--- src/rtl/rgb_fader.sv ---
// Handshaked 3-bit colour code to RGB levels with a stepped fade; rgb is registered, first change one enabled edge after accept.
// colour_ready is high only while idle, so the source holds its code during a fade; RGB_FADER_SNAP_EN makes every fade a single enabled edge.
module rgb_fader #(
    parameter int CH_W = 8,
    parameter int STEP = 1
) (
    input  logic                clk,
    input  logic                rst,
    input  logic                enable,
    input  logic [2:0]          colour,
    input  logic                colour_valid,
    output logic                colour_ready,
    output logic [3*CH_W-1:0]   rgb,
    output logic                busy,
    output logic                done
);

    typedef enum logic {
        IDLE = 1'b0,
        FADE = 1'b1
    } state_t;

    state_t                 state_q, state_d;
    logic [2:0][CH_W-1:0]   lvl_q, lvl_d;
    logic [2:0][CH_W-1:0]   tgt_lvl;
    logic [2:0]             tgt_q, tgt_d;
    logic                   done_q, done_d;

`ifndef RGB_FADER_SNAP_EN
    localparam logic [CH_W:0] MAX_X  = {1'b0, {CH_W{1'b1}}};
    localparam logic [CH_W:0] STEP_X = STEP[CH_W:0];

    // One extra bit of headroom so the clamp compares never wrap.
    function automatic logic [CH_W-1:0] step_ch(input logic [CH_W-1:0] lvl,
                                                input logic [CH_W-1:0] tgt);
        logic [CH_W:0] l, t, r;
        l = {1'b0, lvl};
        t = {1'b0, tgt};
        r = l;
        if (l < t)
            r = (l > MAX_X - STEP_X) ? MAX_X : l + STEP_X;
        else if (l > t)
            r = (l < STEP_X) ? '0 : l - STEP_X;
        return r[CH_W-1:0];
    endfunction
`endif

    always_comb begin
        for (int i = 0; i < 3; i++)
            tgt_lvl[i] = {CH_W{tgt_q[i]}};
    end

    always_comb begin
        state_d = state_q;
        lvl_d   = lvl_q;
        tgt_d   = tgt_q;
        done_d  = 1'b0;
        case (state_q)
            IDLE: begin
                if (colour_valid) begin
                    tgt_d   = colour;
                    state_d = FADE;
                end
            end
            FADE: begin
                if (enable) begin
`ifdef RGB_FADER_SNAP_EN
                    lvl_d = tgt_lvl;
`else
                    for (int i = 0; i < 3; i++)
                        lvl_d[i] = step_ch(lvl_q[i], tgt_lvl[i]);
`endif
                    if (lvl_d == tgt_lvl) begin
                        state_d = IDLE;
                        done_d  = 1'b1;
                    end
                end
            end
            default: state_d = IDLE;
        endcase
    end

    always_ff @(posedge clk or posedge rst) begin
        if (rst) begin
            state_q <= IDLE;
            lvl_q   <= '0;
            tgt_q   <= '0;
            done_q  <= 1'b0;
        end else begin
            state_q <= state_d;
            lvl_q   <= lvl_d;
            tgt_q   <= tgt_d;
            done_q  <= done_d;
        end
    end

    assign colour_ready = (state_q == IDLE);
    assign busy         = (state_q == FADE);
    assign rgb          = lvl_q;
    assign done         = done_q;

endmodule
--- config.mk ---
export PLATFORM = sky130hd
export DESIGN_NAME = rgb_fader
export DESIGN_NICKNAME = d
export VERILOG_FILES = /design/src/rtl/rgb_fader.sv
export SDC_FILE = /design/constraint.sdc
export NUM_CORES = 1
export LEC_CHECK = 0
export ABC_CLOCK_PERIOD_IN_PS = 4400
export CAP_MARGIN = 25
export CORE_UTILIZATION = 59
export CTS_CLUSTER_DIAMETER = 150
export DETAILED_ROUTE_END_ITERATION = 16
export PLACE_DENSITY = 0.82
export SYNTH_ARGS = -nofsm -noshare
export SYNTH_HDL_FRONTEND = slang
export SYNTH_SLANG_ARGS = --single-unit
--- constraint.sdc ---
create_clock -name clk -period 4.4 [get_ports clk]
set_clock_uncertainty 0.15 [all_clocks]
set_input_delay 0.88 -clock clk [delete_from_list [all_inputs] [get_ports clk]]
set_output_delay 0.88 -clock clk [all_outputs]
set_load 0.03 [all_outputs]
==> summary.md <==
| Metric | Value |
|---|---|
| Layout cell share with drive strength beyond 1 | 10.37% |
| Congestion Overflow GR | 0 |
| Vias in the first global route | 3387 |
| Clock power frac | 8.2% |
| Final setup violation count | 0 |
| H-tree Lvls | 2 |
| Syn_nets | 475 |
| Peak Freq | 275.2 MHz |
| Comb power frac | 68.1% |
| Post-route ant nets | 0 |
| Power density cells | 664.7 nW/um^2 |
| Critical Path Start Type | flip-flop |
| Pwr Total | 2.635 mW |
| Number of remaining DRC errors | 0 |
| CTS sink count | 29 |
| Min setup slack post-route | 766.9 ps |
| Top_reg_cell synth | dfrtp_1 |
| CP delay by family, top | compound AO/OA/AOI/OAI gates |
| R2r setup slk | 770 ps |
| Setup TNS Final | 0 ps |
| Max-slew violations | 0 |
| FF+latch count, synth | 29 |
| RSZ-0062 raised after global routing | false |
| Die Wd | 79.02 um |
| Cells after synthesis | 435 |
| Most numerous cell in the Yosys netlist | nand2_1 |
| Origin of the critical flop-to-flop path | tgt_q[2] |
| Sw power | 1.446 mW |
| Dpl hpwl | 7.317 mm |
| Pre-CTS setup slack | 830.0 ps |
| WP depth | 11 |
| Tmin final | 3633 ps |
| Vias | 3717 |
| Share of power burned in registers | 23.7% |
| Critical path type | flip-flop to flip-flop |
| Syn Area/Cell | 8.045 sq um |
| Wire length per cell | 18.21 um |
| Tot GR Track Use | 32.97% |
| Slowest Stage Delay on Critical Path | 630 ps |
| Final Wtd Congestion | 0.9857 |
| Initial antenna violation count | 0 |
| Post-synth ARST share | 100.0% |
| Post-CTS Setup Inserts | 0 |
| Top cells by count, synth | nand2_1 (49), ha_1 (33), nor2_1 (30) |
| Hold Crit Depth | 2 |
| Internal power | 1.188 mW |
| Cts repair resizes | 0 |
| Worst EP arrival | 3650 ps |
| Final WL | 9.741 mm |
| Fin nets | 502 |
| Diodes inserted | 0 |
| Relative slew slack | 51.04% |
| Worst Setup End Kind | flip-flop |
| Largest net degree at the start of global routing | 25 |
| Fin area | 3964 sq um |
| DIE HEIGHT | 79.02 um |
| Avg Vias per Cell | 6.948 |
| CTS tree | yes |
| Maximum VDD drop | 0.3961 mV |
| Core Rows | 27 |
| Total die area | 6243 sq um |
| CP Data Required Time | 4410 ps |
| CORE AREA | 5608 sq um |
| Endpoint, Worst Hold | busy |
| Fin crit share | 82.57% |
| RR Endpoint | busy |
| Yosys warning count | 0 |
| Yosys cell types | 72 |
| Post-synth EDFFs | 0 |
| Crit Path Max Fanout | 9 |
| Least-Margin Pin Slew | 732.6 ps |
| DP Area | 3877 sq um |
| Max clock buf depth | 2 |
| Critical path, cell by cell | inv_1 > ha_1 > and4_1 > and2_4 > a2111oi_0 > o21ai_0 > o221ai_1 > a31oi_1 > or4b_1 > a221oi_2 > nor2_1 |
| Fill cells | 474 |
| Status | complete, no violations |
| P&R area growth vs syn | 13.26% |
| Register area share after synthesis | 20.74% |
| Reg clk slew, reported paths | 60 ps |
| Hold slack | 468.3 ps |
| Boundary pin count | 34 |
| CTS Hold Bufs | 0 |
| Clock latency on the worst-skew pair | 280 ps |
| Initial Util | 62.41% |
| R2R depth | 11 |
| # port buffers | 33 |
| Max stage delay cell, worst path | a2111oi_0 |
| Cts bufs inserted | 5 |
| Root buffer cell | clkbuf_8 |
| First-pass GRT wire length | 16.50 mm |
| Sw Ratio | 54.90% |
| Top post-synthesis cells by area | dfrtp_1 (21%), ha_1 (12%), nand2_1 (5.3%), a21oi_1 (4.1%), o21ai_0 (3.7%) |
| Hold Path Class | flip-flop to flip-flop |
| Netlist Area Pre-Place | 3500 sq um |
| DRT iter0 DRCs | 316 |
| Leak Pwr | 1.627 nW |
| Synth top area share | 20.74% |
| Final hold violation count | 0 |
| CP Buf/Inv Count | 1 |
| DRT Pass-1 Iters | 5 |
| Post-synth top area cell | dfrtp_1 |
| Hold Startpoint | busy |
| Max cap viols | 0 |
cell type report:
class	instances	area, sq um	share of cell area, %
multi-input cells	374	2621	66.13
flip-flops and latches	29	725.7	18.31
repair buffers	38	387.9	9.785
well taps	72	90.09	2.273
clock buffers	5	68.82	1.736
inverters	14	52.55	1.326
clock inverters	3	17.52	0.4419
tightest hold or removal path, cell delays in order (launching register included):
cell     delay [ps]
dfrtp_1         430
nor2_1           80
nor2_1           70
stage by stage:
stage / utilization [%] / instances
floorplan: - / 435
global placement: 68.65 / 526
detailed placement: 69.14 / 527
CTS: 70.68 / 535
global route: 70.68 / 535
finish: 70.68 / 535
power by group through the flow:
stage / registers [mW] / clock network (mW) / logic (mW)
floorplan: 0.671 / 0 / 1.18
global placement: 0.616 / 0 / 1.71
detailed placement: 0.619 / 0 / 1.75
CTS: 0.614 / 0.220 / 1.76
global route: 0.648 / 0.231 / 1.96
finish: 0.625 / 0.215 / 1.79
logic make-up after synthesis:
kind of cell / Yosys count / share of synthesized area (%)
muxes: 18 / 5.470
adders and majority gates: 33 / 11.80
xor gates and xnor gates: 8 / 2.002
buffers and inverters: 32 / 4.362
and+or+nand+nor: 191 / 30.64
AOI/OAI and AO/OA: 124 / 24.99
DFF: 29 / 20.74
per-layer routing:
layer | routed length, um | vias up | share of wire [%] | track usage [%]
li1 | - | 1739 | - | -
met4 | 272 | 0 | 2.8 | 9.091
met3 | 821 | 33 | 8.4 | 4.943
met1 | 4251 | 1722 | 44 | 45.92
met5 | 0 | - | 0 | 0
met2 | 4395 | 223 | 45 | 52.84
state kept, by name, summed over array words and instances (netlist names):
register / cells
done: 1
tgt_q: 3
rgb: 24
busy: 1
how the worst max path moves through the flow:
stage / end / start
after floorplan: busy / rgb[16]
after global placement: busy / tgt_q[2]
after detailed placement: busy / tgt_q[2]
after CTS: busy / tgt_q[2]
after global routing: busy / tgt_q[2]
final: busy / tgt_q[2]
layout by cell type, fill, tap and decap left out, types with 5 or more instances in the layout:
master / instances
nand2_1: 49
ha_1: 33
clkdlybuf4s50_1: 33
nor2_1: 30
a21oi_1: 29
dfrtp_1: 29
o21ai_0: 26
nor3_1: 17
nand3_1: 15
inv_1: 14
nand4_1: 12
mux2i_1: 12
and3_1: 11
or3_1: 9
o211ai_1: 8
nor4_1: 7
o311ai_0: 6
and4_1: 5
nor2b_1: 5
mux2_2: 5
o21ai_1: 5
clkbuf_8: 5
No activity file was read; power rests on OpenSTA's default activity.
